$ cat src/rtl/verbus_arbiter_if.sv
// One Verbus link: a requester drives valid/address/wstrobe/wdata,
// and the responder returns rdata/ready/irq.
interface verbus_arbiter_if;
    logic        valid;
    logic [31:0] address;
    logic [3:0]  wstrobe;
    logic [31:0] wdata;
    logic [31:0] rdata;
    logic        ready;
    logic        irq;

    modport master (output valid, address, wstrobe, wdata, input rdata, ready, irq);
    modport slave  (input valid, address, wstrobe, wdata, output rdata, ready, irq);
endinterface

$ cat src/rtl/verbus_arbiter.sv
// Two-requester Verbus arbiter (m0 = data bus, m1 = instruction bus) with
// alternating fairness and a per-transaction response watchdog.
module verbus_arbiter #(
    parameter int unsigned TIMEOUT   = 16,
    parameter logic [31:0] ERR_RDATA = 32'hDEADBEEF
) (
    input  logic             clk,
    input  logic             reset,
    verbus_arbiter_if.slave  m0,
    verbus_arbiter_if.slave  m1,
    verbus_arbiter_if.master s,
    output logic             bus_error,
    output logic [31:0]      error_address,
    input  logic             error_clear
);
    localparam int CW = (TIMEOUT > 0) ? $clog2(TIMEOUT + 1) : 1;
    localparam logic [CW-1:0] CNT_LAST = CW'((TIMEOUT > 0) ? TIMEOUT - 1 : 0);

    typedef enum logic {IDLE, BUSY} state_t;

    state_t        state_q, state_d;
    logic          owner_q, owner_d;   // 0 = m0, 1 = m1
    logic          last_q, last_d;
    logic [CW-1:0] cnt_q, cnt_d;
    logic          err_q, err_d;
    logic [31:0]   err_addr_q, err_addr_d;

    logic        busy, own_valid, oth_valid, expire, done;
    logic [31:0] rsp;
    logic        unused_m1_wstrobe;

    // m1 is read-only; its strobes are never forwarded.
    assign unused_m1_wstrobe = ^{m1.wstrobe, m1.wdata};

    assign busy      = (state_q == BUSY);
    assign own_valid = owner_q ? m1.valid : m0.valid;
    assign oth_valid = owner_q ? m0.valid : m1.valid;
    // A same-cycle s_ready beats the watchdog.
    assign expire    = (TIMEOUT > 0) && busy && own_valid && !s.ready && (cnt_q == CNT_LAST);
    assign done      = busy && own_valid && (s.ready || expire);
    assign rsp       = expire ? ERR_RDATA : s.rdata;

    always_ff @(posedge clk or negedge reset) begin
        if (!reset) begin
            state_q    <= IDLE;
            owner_q    <= 1'b0;
            last_q     <= 1'b1;
            cnt_q      <= '0;
            err_q      <= 1'b0;
            err_addr_q <= '0;
        end else begin
            state_q    <= state_d;
            owner_q    <= owner_d;
            last_q     <= last_d;
            cnt_q      <= cnt_d;
            err_q      <= err_d;
            err_addr_q <= err_addr_d;
        end
    end

    always_comb begin
        state_d    = state_q;
        owner_d    = owner_q;
        last_d     = last_q;
        cnt_d      = cnt_q;
        err_d      = err_q;
        err_addr_d = err_addr_q;

        if (error_clear) begin
            err_d      = 1'b0;
            err_addr_d = '0;
        end
        // A new error overrides a simultaneous clear and records its address.
        if (expire) begin
            err_d = 1'b1;
            if (!err_q || error_clear) err_addr_d = s.address;
        end

        case (state_q)
            IDLE: begin
                if (m0.valid || m1.valid) begin
                    state_d = BUSY;
                    cnt_d   = '0;
                    owner_d = (m0.valid && m1.valid) ? ~last_q : m1.valid;
                end
            end
            BUSY: begin
                if (!own_valid) begin
                    // Owner abandoned its request: drop it silently.
                    state_d = IDLE;
                end else if (done) begin
                    last_d = owner_q;
                    cnt_d  = '0;
                    if (oth_valid) owner_d = ~owner_q;
                    else           state_d = IDLE;
                end else begin
                    cnt_d = cnt_q + 1'b1;
                end
            end
            default: state_d = IDLE;
        endcase
    end

    assign s.valid   = busy && own_valid;
    assign s.address = !busy ? 32'h0 : (owner_q ? m1.address : m0.address);
    assign s.wstrobe = (busy && !owner_q) ? m0.wstrobe : 4'h0;
    assign s.wdata   = (busy && !owner_q) ? m0.wdata   : 32'h0;

    assign m0.ready = done && !owner_q;
    assign m1.ready = done &&  owner_q;
    assign m0.rdata = (busy && !owner_q) ? rsp : 32'h0;
    assign m1.rdata = (busy &&  owner_q) ? rsp : 32'h0;
    assign m0.irq   = s.irq;
    assign m1.irq   = s.irq;

    assign bus_error     = err_q;
    assign error_address = err_addr_q;
endmodule

$ cat src/flat_wrapper.sv
// flat-port wrapper written by rule: the top's interface ports become plain ports
module verbus_arbiter_flat 
#(
    parameter int unsigned TIMEOUT   = 16,
    parameter logic [31:0] ERR_RDATA = 32'hDEADBEEF
)
  (clk, reset, bus_error, error_address, error_clear, m0_valid, m0_address, m0_wstrobe, m0_wdata, m0_rdata, m0_ready, m0_irq, m1_valid, m1_address, m1_wstrobe, m1_wdata, m1_rdata, m1_ready, m1_irq, s_valid, s_address, s_wstrobe, s_wdata, s_rdata, s_ready, s_irq);
  verbus_arbiter_if m0_i ();
  verbus_arbiter_if m1_i ();
  verbus_arbiter_if s_i ();
  input  logic clk;
  input  logic reset;
  output logic bus_error;
  output logic [31:0] error_address;
  input  logic error_clear;
  input wire logic [$bits(m0_i.valid)-1:0] m0_valid;
  input wire logic [$bits(m0_i.address)-1:0] m0_address;
  input wire logic [$bits(m0_i.wstrobe)-1:0] m0_wstrobe;
  input wire logic [$bits(m0_i.wdata)-1:0] m0_wdata;
  output wire logic [$bits(m0_i.rdata)-1:0] m0_rdata;
  output wire logic [$bits(m0_i.ready)-1:0] m0_ready;
  output wire logic [$bits(m0_i.irq)-1:0] m0_irq;
  input wire logic [$bits(m1_i.valid)-1:0] m1_valid;
  input wire logic [$bits(m1_i.address)-1:0] m1_address;
  input wire logic [$bits(m1_i.wstrobe)-1:0] m1_wstrobe;
  input wire logic [$bits(m1_i.wdata)-1:0] m1_wdata;
  output wire logic [$bits(m1_i.rdata)-1:0] m1_rdata;
  output wire logic [$bits(m1_i.ready)-1:0] m1_ready;
  output wire logic [$bits(m1_i.irq)-1:0] m1_irq;
  output wire logic [$bits(s_i.valid)-1:0] s_valid;
  output wire logic [$bits(s_i.address)-1:0] s_address;
  output wire logic [$bits(s_i.wstrobe)-1:0] s_wstrobe;
  output wire logic [$bits(s_i.wdata)-1:0] s_wdata;
  input wire logic [$bits(s_i.rdata)-1:0] s_rdata;
  input wire logic [$bits(s_i.ready)-1:0] s_ready;
  input wire logic [$bits(s_i.irq)-1:0] s_irq;
  assign m0_i.valid = m0_valid;
  assign m0_i.address = m0_address;
  assign m0_i.wstrobe = m0_wstrobe;
  assign m0_i.wdata = m0_wdata;
  assign m0_rdata = m0_i.rdata;
  assign m0_ready = m0_i.ready;
  assign m0_irq = m0_i.irq;
  assign m1_i.valid = m1_valid;
  assign m1_i.address = m1_address;
  assign m1_i.wstrobe = m1_wstrobe;
  assign m1_i.wdata = m1_wdata;
  assign m1_rdata = m1_i.rdata;
  assign m1_ready = m1_i.ready;
  assign m1_irq = m1_i.irq;
  assign s_valid = s_i.valid;
  assign s_address = s_i.address;
  assign s_wstrobe = s_i.wstrobe;
  assign s_wdata = s_i.wdata;
  assign s_i.rdata = s_rdata;
  assign s_i.ready = s_ready;
  assign s_i.irq = s_irq;
  verbus_arbiter #(.TIMEOUT(TIMEOUT), .ERR_RDATA(ERR_RDATA)) u_core (.clk(clk), .reset(reset), .m0(m0_i), .m1(m1_i), .s(s_i), .bus_error(bus_error), .error_address(error_address), .error_clear(error_clear));
endmodule
$ cat config.mk
export PLATFORM = sky130hd
export DESIGN_NAME = verbus_arbiter_flat
export DESIGN_NICKNAME = d
export VERILOG_FILES = /design/src/rtl/verbus_arbiter_if.sv /design/src/rtl/verbus_arbiter.sv /design/src/flat_wrapper.sv
export SDC_FILE = /design/constraint.sdc
export NUM_CORES = 1
export LEC_CHECK = 0
export CORE_AREA = 2 2 135 137
export DETAILED_ROUTE_END_ITERATION = 8
export DIE_AREA = 0 0 137 139
export GPL_TIMING_DRIVEN = 1
export SYNTH_ARGS = -nofsm -noshare
export SYNTH_HDL_FRONTEND = slang
export SYNTH_SLANG_ARGS = --single-unit
$ cat constraint.sdc
create_clock -name clk -period 2.2 [get_ports clk]
set_input_delay 0.44 -clock clk [delete_from_list [all_inputs] [get_ports clk]]
set_output_delay 0.44 -clock clk [all_outputs]
set_load 0.03 [all_outputs]
* After elaboration in Yosys (flattened, before gate mapping)
Index checks and enable logic that the tools add are counted.
** Operators by class
- Add/subtract/negate cells :: 1
- Equality and inequality tests :: 5
- Mux-type cells :: 29
- Bitwise logic cells :: 3
- Reductions and logical operators :: 19
** Operators with widths (count)
- 32-bit 2-to-1 mux :: 9
- 5-bit 2-to-1 mux :: 3
- 1-bit 2-to-1 mux :: 13
- 5-bit case mux with 2 select lines :: 1
- 1-bit logical AND :: 9
- 2-bit != test, second input constant :: 3
- 5-bit by 1-bit adder with 5-bit output, second input constant :: 1
- 5-bit by 4-bit == test with 1-bit output, second input constant :: 1
- 4-bit 2-to-1 mux :: 1
- 1-bit case mux with 2 select lines :: 2
- 4-bit AND reduction :: 1
- 1-bit logical NOT :: 3
- 1-bit logical OR :: 3
- 1-bit NOT :: 3
- 3-bit AND reduction :: 1
- 2-bit by 1-bit != test with 1-bit output, second input constant :: 1
- 2-bit AND reduction :: 1
- 2-bit nonzero test :: 1
** Word-level totals
- Bits in registers :: 41
- Output and inout port bits :: 170
- Logic and storage cells :: 63

* Depth between registers and ports, before layout
Gate-level depths: netlist of run 1.
- Word-level depth :: 9
- Gate-level depth with buffers :: 8

* Least setup slack after synthesis of run 1
Ideal clock, no wire load.
- Path kind :: flip-flop to output port
- From :: reg u_core.cnt_q[0]
- To :: out m0_rdata[0]
- Data arrival time :: 1.971 ns
- Required time :: 1.760 ns
- Setup slack :: -0.211 ns
- Stages on the path, launching flop included :: 9
- Buffers on the path :: 2
- Cells stage by stage :: dfrtp_1 -> ha_1 -> and3_1 -> ha_1 -> nor2b_1 -> and3_1 -> buf_6 -> buf_2 -> o21a_1
** Between the ends
- Word-level cells in the longest chain between the ends :: 4
** Ends and longest elaborated chain
- from (decl) :: line verbus_arbiter.sv:24 : logic [CW-1:0] cnt_q, cnt_d;
- from (signal assigned) :: line verbus_arbiter.sv:55 : cnt_q <= cnt_d;
- 5-bit by 4-bit == test with 1-bit output :: line verbus_arbiter.sv:39 : assign expire = (TIMEOUT > 0) && busy && own_valid && !s.ready && (cnt_q == CNT_LAST);
- 1-bit logical AND :: line verbus_arbiter.sv:39
- 32-bit 2-to-1 mux :: line verbus_arbiter.sv:41 : assign rsp = expire ? ERR_RDATA : s.rdata;
- 32-bit 2-to-1 mux :: line verbus_arbiter.sv:111 : assign m0.rdata = (busy && !owner_q) ? rsp : 32'h0;
- to (decl) :: line flat_wrapper.sv:20 : output wire logic [$bits(m0_i.rdata)-1:0] m0_rdata;
No other way between the ends.

* Worst setup path after layout of run 1
- From :: reg u_core.cnt_q[0]
- To :: out m0_rdata[18]
Same word-level chain as after synthesis.

==> results of run 1 <==
stage by stage:
step	power (W)	setup slack [ns]	hold slack (ns)	setup TNS, ns	std cells
5_1_grt	0.00656	-0.408	0.144	-23.95	873
3_5_place_dp	0.00511	-0.165	0.445	-7.50	856
3_3_place_gp	0.00508	-0.162	0.437	-7.34	856
4_1_cts	0.00618	-0.342	0.127	-19.94	866
6_report	0.00625	-0.336	0.104	-18.81	874
2_1_floorplan	0.00342	0.00904	0.144	0	332
report_power, final:
group | internal [W] | switching (W)
Combinational | 0.00217 | 0.00247
Clock | 0.000422 | 0.000332
Sequential | 0.000806 | 0.0000476
worst reg2reg max path: stages (launching register included):
cell and delay [ns]:
dfrtp_1 0.36, ha_2 0.18, and3_4 0.19, ha_4 0.12, nor2b_4 0.17, and3_4 0.29
buf_4 0.14, buf_6 0.25, a32o_1 0.25
flip-flops by register name, indices dropped and copies added, names as in the netlist:
| register | cells |
|---|---|
| u_core.bus_error | 1 |
| u_core.last_q | 1 |
| u_core.error_address | 32 |
| u_core.cnt_q | 5 |
| u_core.busy | 1 |
| u_core.owner_q | 1 |
area by class of cell:
type                            count  area [um2]  share of cell area
Tap cell                          229         287              0.0386
Sequential cell                    41        1030               0.139
Inverter                            3        11.3             0.00152
Clock inverter                      2        15.0             0.00202
Clock buffer                        6         129              0.0173
Timing Repair Buffer              342        3560               0.480
Antenna cell                        1        2.50            0.000337
Multi-Input combinational cell    250        2390               0.322
cells in the final DEF, fill, tap and decap left out, types with 2 or more instances in the layout:
cell type	synthesis	final
clkdlybuf4s50_1	0	169
buf_6	5	79
buf_4	2	72
o21a_4	0	48
and2_1	54	42
dfrtp_1	40	38
nor2b_1	36	34
mux2i_1	33	33
a32o_1	32	32
buf_12	0	18
and2_4	0	12
clkbuf_16	0	8
nand2_1	5	5
and3_4	0	3
nand2b_1	3	3
inv_1	3	3
a21oi_1	5	3
nand3_1	3	3
nor2b_4	0	2
nand3b_1	2	2
nand4b_1	2	2
o32ai_1	2	2
a21o_1	2	2
mux2_2	2	2
a22o_1	2	2
clkinvlp_4	0	2
dfrtp_2	0	2
final timing paths:
kind / from / endpoint / depth (start not counted)
max: u_core.cnt_q[0]$_DFFE_PN0P_ / m0_rdata[18] / 8
min: reset / u_core.error_address[2]$_DFF_PN0_ / 1
max reg2reg: u_core.cnt_q[0]$_DFFE_PN0P_ / u_core.error_address[14]$_DFF_PN0_ / 8
min reg2reg: u_core.error_address[19]$_DFF_PN0_ / u_core.error_address[19]$_DFF_PN0_ / 1
max in group asynchronous: reset / u_core.last_q$_DFFE_PN1P_ / 2
min in group clk: u_core.error_address[19]$_DFF_PN0_ / u_core.error_address[19]$_DFF_PN0_ / 1
cell families after synthesis:
family / count (synthesis) / share of synthesized area
AOI/OAI and AO/OA: 98 / 0.259
adders and majority gates: 2 / 0.00794
buffers and inverters: 42 / 0.0707
DFF: 41 / 0.326
muxes: 36 / 0.117
and+or+nand+nor: 113 / 0.219
metal layers:
metal  global-route usage  part of all wire  vias up
met5                    0                 0        -
met4               0.0385             0.013        0
met3               0.0545              0.10       19
met2                0.262              0.48      219
met1                0.182              0.40     1902
li1                     -                 -     1828
what timing repair did:
| action | CTS | global route |
|---|---|---|
| gates cloned | 1 | 4 |
| gates resized for setup | 66 | 44 |
| setup endpoints to repair | 71 | 81 |
| pin swaps | 3 | 8 |
| hold buffers | 0 | 0 |
| buffers inserted | 1 | 3 |
==> impl_metrics.env, run 1 <==
export IMPL_cpMaxStageDelayCell="dfrtp_1"
export IMPL_start_kind="flip-flop"
export IMPL_core_um2=17700
export IMPL_fin_ws_ns=-0.336
export IMPL_drive_above_1_share=0.402
export IMPL_fillers=1624
export IMPL_yosysTopAreaCell="dfrtp_1"
export IMPL_status="finished with violations"
export IMPL_routabilityCongestion=0.832
export IMPL_cp_cell_sequence="ha_2 > and3_4 > ha_4 > nor2b_4 > and3_4 > clkbuf_16 > o21a_4 > buf_6"
export IMPL_dpl_hpwl_mm=11.7
export IMPL_place_area_um2=6740
export IMPL_peakVddDrop_uv=424
export IMPL_cp_num_buf_inv=2
export IMPL_wl_per_cell_um=18.2
export IMPL_clock_sinks=41
export IMPL_routed_wl_mm=15.9
export IMPL_synth_enable_flop_cells=0
export IMPL_numCtsBuffers=5
export IMPL_cpLargestDelayFamily="simple AND/OR/NAND/NOR gates"
export IMPL_grt_max_degree=42
export IMPL_antenna_left=0
export IMPL_crit_path_end_kind="output pin"
export IMPL_synthCells=332
export IMPL_crit_path_frequent_cell="and3_4"
export IMPL_synth_ff_type="dfrtp_1"
export IMPL_drv_slew=0
export IMPL_synth_fp_nets=509
export IMPL_synth_top_area_share=0.318
export IMPL_grt_pass1_wl_mm=22.9
export IMPL_cts_htree_levels=2
export IMPL_die_w_um=137
export IMPL_cts_buffer_depth=2
export IMPL_cts_tree="done"
export IMPL_synth_area_leaders="dfrtp_1 (32%), o21a_1 (11%), and2_1 (11%)"
export IMPL_area_growth_pct=136
export IMPL_crit_arrival_ns=2.10
export IMPL_finalClockSkew_ns=0.00737
export IMPL_ys_seq_elements=41
export IMPL_ioPinCount=345
export IMPL_vias_per_cell=4.54
export IMPL_start_util=0.178
export IMPL_min_path_type="input pin to async pin"
export IMPL_avgSynthCellArea_um2=9.49
export IMPL_rsz0062_at_grt="true"
export IMPL_yosys_cell_types_count=36
export IMPL_synth_seq_area_share=0.326
export IMPL_async_reset_ff_frac=1.00
export IMPL_drc=0
export IMPL_insertion_delay_ns=0.29
export IMPL_syn_area_um2=3150
export IMPL_violations="setup timing"
export IMPL_hold_violations=0
export IMPL_fin_area_um2=7430
export IMPL_yosysWarnings=0
export IMPL_utilization=0.421
export IMPL_required_ns=1.76
export IMPL_worst_path_max_fanout=6
export IMPL_drv_cap=0
export IMPL_track_usage=0.154
export IMPL_crit_type="flip-flop to output pin"
export IMPL_drtPass1Iterations=4
export IMPL_yosysMostFrequentCell="and2_1"
export IMPL_antenna_found_initial=1
export IMPL_grt_pass1_vias=4131
export IMPL_slew_headroom=0.670
export IMPL_portBuffers=305
export IMPL_tightest_slew_ns=0.495
export IMPL_clkTransAtPathRegs_ns=0.07
export IMPL_slowest_delay_ns=0.39
export IMPL_cellLeakagePower_nw=3.20
export IMPL_rows=49
export IMPL_max_freq_mhz=394
export IMPL_vias=3968
export IMPL_r2r_setup_slack_ns=0.16
export IMPL_grt_ovfl_total=0
export IMPL_drt_iter0_drc=178
export IMPL_cts_root_buffer_cell="clkbuf_16"
export IMPL_power_density_nw_per_um2=842
export IMPL_layout_nets=820
export IMPL_fin_crit_ns=2.54
export IMPL_die_y_um=139
export IMPL_min_period_over_period=1.15
export IMPL_synthTopCellsByCount="and2_1 (54), o21a_1 (48), dfrtp_1 (40)"
export IMPL_die_area_um2=19000
export IMPL_setup_viol=65
Note: power is estimated with default switching activity, not from simulation.
==> run 2, diff against run 1 <==
--- a/config.mk
+++ b/config.mk
@@ -5,10 +5,12 @@
 export SDC_FILE = /design/constraint.sdc
 export NUM_CORES = 1
 export LEC_CHECK = 0
+export ABC_CLOCK_PERIOD_IN_PS = 2200
 export CORE_AREA = 2 2 135 137
 export DETAILED_ROUTE_END_ITERATION = 8
 export DIE_AREA = 0 0 137 139
-export GPL_TIMING_DRIVEN = 1
+export GPL_TIMING_DRIVEN = 0
+export RECOVER_POWER = 50
 export SYNTH_ARGS = -nofsm -noshare
 export SYNTH_HDL_FRONTEND = slang
 export SYNTH_SLANG_ARGS = --single-unit
==> impl_metrics.env, run 2 (synthesis gave the netlist of run 1 again) <==
export IMPL_slew_headroom=0.409
export IMPL_portBuffers=306
export IMPL_start_util=0.178
export IMPL_dpl_hpwl_mm=13.0
export IMPL_vias=4068
export IMPL_cts_root_buffer_cell="clkbuf_16"
export IMPL_reg2reg_depth=8
export IMPL_routed_wl_mm=16.5
export IMPL_rr_startpoint="u_core.cnt_q[0]$_DFFE_PN0P_"
export IMPL_grt_max_degree=34
export IMPL_cp_cell_sequence="ha_2 > and3_4 > ha_4 > nor2b_4 > and3_4 > buf_12 > o21a_4 > buf_6"
export IMPL_drv_slew=0
export IMPL_start_kind="flip-flop"
export IMPL_routabilityCongestion=0.887
export IMPL_cts_hold_buf=0
export IMPL_drt_iter0_drc=86
export IMPL_grt_ovfl_total=0
export IMPL_cts_htree_levels=2
export IMPL_clkTransAtPathRegs_ns=0.06
export IMPL_busiest_layer="met2"
export IMPL_track_usage=0.160
export IMPL_cts_buffer_depth=2
export IMPL_max_freq_mhz=385
export IMPL_fin_ws_ns=-0.398
export IMPL_fillers=1707
export IMPL_fin_crit_ns=2.60
export IMPL_die_w_um=137
export IMPL_clock_sinks=41
export IMPL_min_period_over_period=1.18
export IMPL_min_path_type="input pin to async pin"
export IMPL_peakVddDrop_uv=397
export IMPL_core_um2=17700
export IMPL_required_ns=1.76
export IMPL_tightest_slew_ns=0.887
export IMPL_place_area_um2=6900
export IMPL_grt_pass1_vias=4226
export IMPL_drtPass1Iterations=5
export IMPL_drive_above_1_share=0.416
export IMPL_vias_per_cell=4.56
export IMPL_crit_arrival_ns=2.16
export IMPL_hold_violations=0
export IMPL_r2r_setup_slack_ns=0.03
export IMPL_power_density_nw_per_um2=842
export IMPL_rsz0062_at_grt="true"
export IMPL_cts_tree="done"
export IMPL_insertion_delay_ns=0.29
export IMPL_crit_type="flip-flop to output pin"
export IMPL_drv_cap=0
export IMPL_die_y_um=139
export IMPL_grt_pass1_wl_mm=23.7
export IMPL_grt_util_met2=0.286
export IMPL_crit_path_frequent_cell="and3_4"
export IMPL_drc=0
export IMPL_wl_per_cell_um=18.5
export IMPL_rows=49
export IMPL_crit_path_end_kind="output pin"
export IMPL_die_area_um2=19000
export IMPL_final_cell_mix="clkdlybuf4s50_1 (155), buf_6 (71), o21a_4 (45), and2_1 (39), dfrtp_1 (39)"
export IMPL_area_growth_pct=133
export IMPL_layout_nets=837
export IMPL_post_place_ws_ns=-0.953
export IMPL_antenna_left=0
export IMPL_utilization=0.415
export IMPL_setup_viol=65
export IMPL_slowest_delay_ns=0.37
export IMPL_numCtsBuffers=5
export IMPL_antenna_found_initial=1
export IMPL_violations="setup timing"
export IMPL_use_met1=0.184
export IMPL_fin_area_um2=7330
export IMPL_cellLeakagePower_nw=3.22
export IMPL_layout_commonest_cell="clkdlybuf4s50_1"
export IMPL_cpMaxStageDelayCell="dfrtp_1"
export IMPL_largest_reg_flops=32
export IMPL_ioPinCount=345
export IMPL_finalClockSkew_ns=0.00818
export IMPL_status="finished with violations"
export IMPL_worst_path_max_fanout=10
export IMPL_reg2reg_to="u_core.error_address[26]$_DFF_PN0_"
export IMPL_met3_usage=0.0497
==> run 2: cell types whose count changed in the layout (fill, tap and decap cells not counted), moves of 4 or more <==
cell | previous run | this run
buf_12 | 18 | 3
clkdlybuf4s15_2 | 0 | 17
nor2b_2 | 0 | 4
dlygate4sd3_1 | 0 | 14
buf_4 | 72 | 23
clkdlybuf4s50_1 | 169 | 155
buf_6 | 79 | 71
clkbuf_4 | 0 | 29
clkbuf_1 | 1 | 5
buf_2 | 1 | 20
clkbuf_2 | 0 | 12
==> run 2: where the power goes <==
group	internal, W	switching (W)	total (W)
clock	0.000538	0.000310	0.000848
sequential	0.000805	0.0000379	0.000843
combinational	0.00201	0.00248	0.00448
total	0.00335	0.00282	0.00617
==> run 2: how the worst max path moves through the flow <==
stage | cells after the start | startpoint | slack (ns) | endpoint
finish | 8 | u_core.cnt_q[1]$_DFFE_PN0P_ | -0.40 | m1_rdata[18]
global route | 8 | u_core.cnt_q[1]$_DFFE_PN0P_ | -0.43 | m1_rdata[18]
CTS | 8 | u_core.cnt_q[1]$_DFFE_PN0P_ | -0.39 | m1_rdata[30]
detailed placement | 7 | m1_valid | -0.95 | m1_rdata[10]
global placement | 7 | m1_valid | -0.95 | m1_rdata[10]
floorplan | 8 | u_core.cnt_q[0]$_DFFE_PN0P_ | 0.009 | m0_rdata[0]
==> run 2: layout make-up <==
class,count,area [um2],share of cell area
Antenna cell,2,5.00,0.000682
Buffer,37,334,0.0456
Clock buffer,6,129,0.0176
Clock inverter,2,38.8,0.00529
Inverter,3,11.3,0.00154
Multi-Input combinational cell,250,2380,0.325
Sequential cell,41,1030,0.140
Tap cell,229,287,0.0391
Timing Repair Buffer,322,3120,0.425
==> run 2: critical path, delay by kind of cell, from the launching register on <==
| kind | cells | cell delay [ns] |
|---|---|---|
| AND/OR/NAND/NOR | 3 | 0.74 |
| adder cells (fa/ha/maj) | 2 | 0.32 |
| AO/OA/AOI/OAI | 1 | 0.14 |
| flip-flops | 1 | 0.37 |
| buffers and inverters | 2 | 0.30 |
==> run 2: layer usage <==
layer,vias to the layer above,part of all wire
met5,-,0
met4,0,0.012
met3,12,0.096
met2,214,0.49
met1,1981,0.40
li1,1861,-
==> run 2: repair_timing <==
action | 4_1_cts | 5_1_grt
endpoints found under the setup margin | 135 | 135
cloned | 1 | 3
setup buffers | 8 | 4
pin swaps | 6 | 5
resized for setup | 775 | 84
==> run 2: per-stage QoR <==
stage	hold slack [ns]	total power (W)	TNS, ns	std cells
floorplan	0.144	0.00342	0	332
global placement	0.474	0.00512	-102.66	867
detailed placement	0.321	0.00515	-83.22	868
CTS	0.0123	0.00613	-22.58	883
global route	0.114	0.00646	-26.01	890
finish	0.0918	0.00617	-22.51	892
==> run 3, diff against run 2 <==
--- a/config.mk
+++ b/config.mk
@@ -11,6 +11,7 @@
 export DIE_AREA = 0 0 137 139
 export GPL_TIMING_DRIVEN = 0
 export RECOVER_POWER = 50
+export SLEW_MARGIN = 10
 export SYNTH_ARGS = -nofsm -noshare
 export SYNTH_HDL_FRONTEND = slang
 export SYNTH_SLANG_ARGS = --single-unit
==> results of run 3 <==
The final DEF is identical to that of run 2; final timing and power are the same.
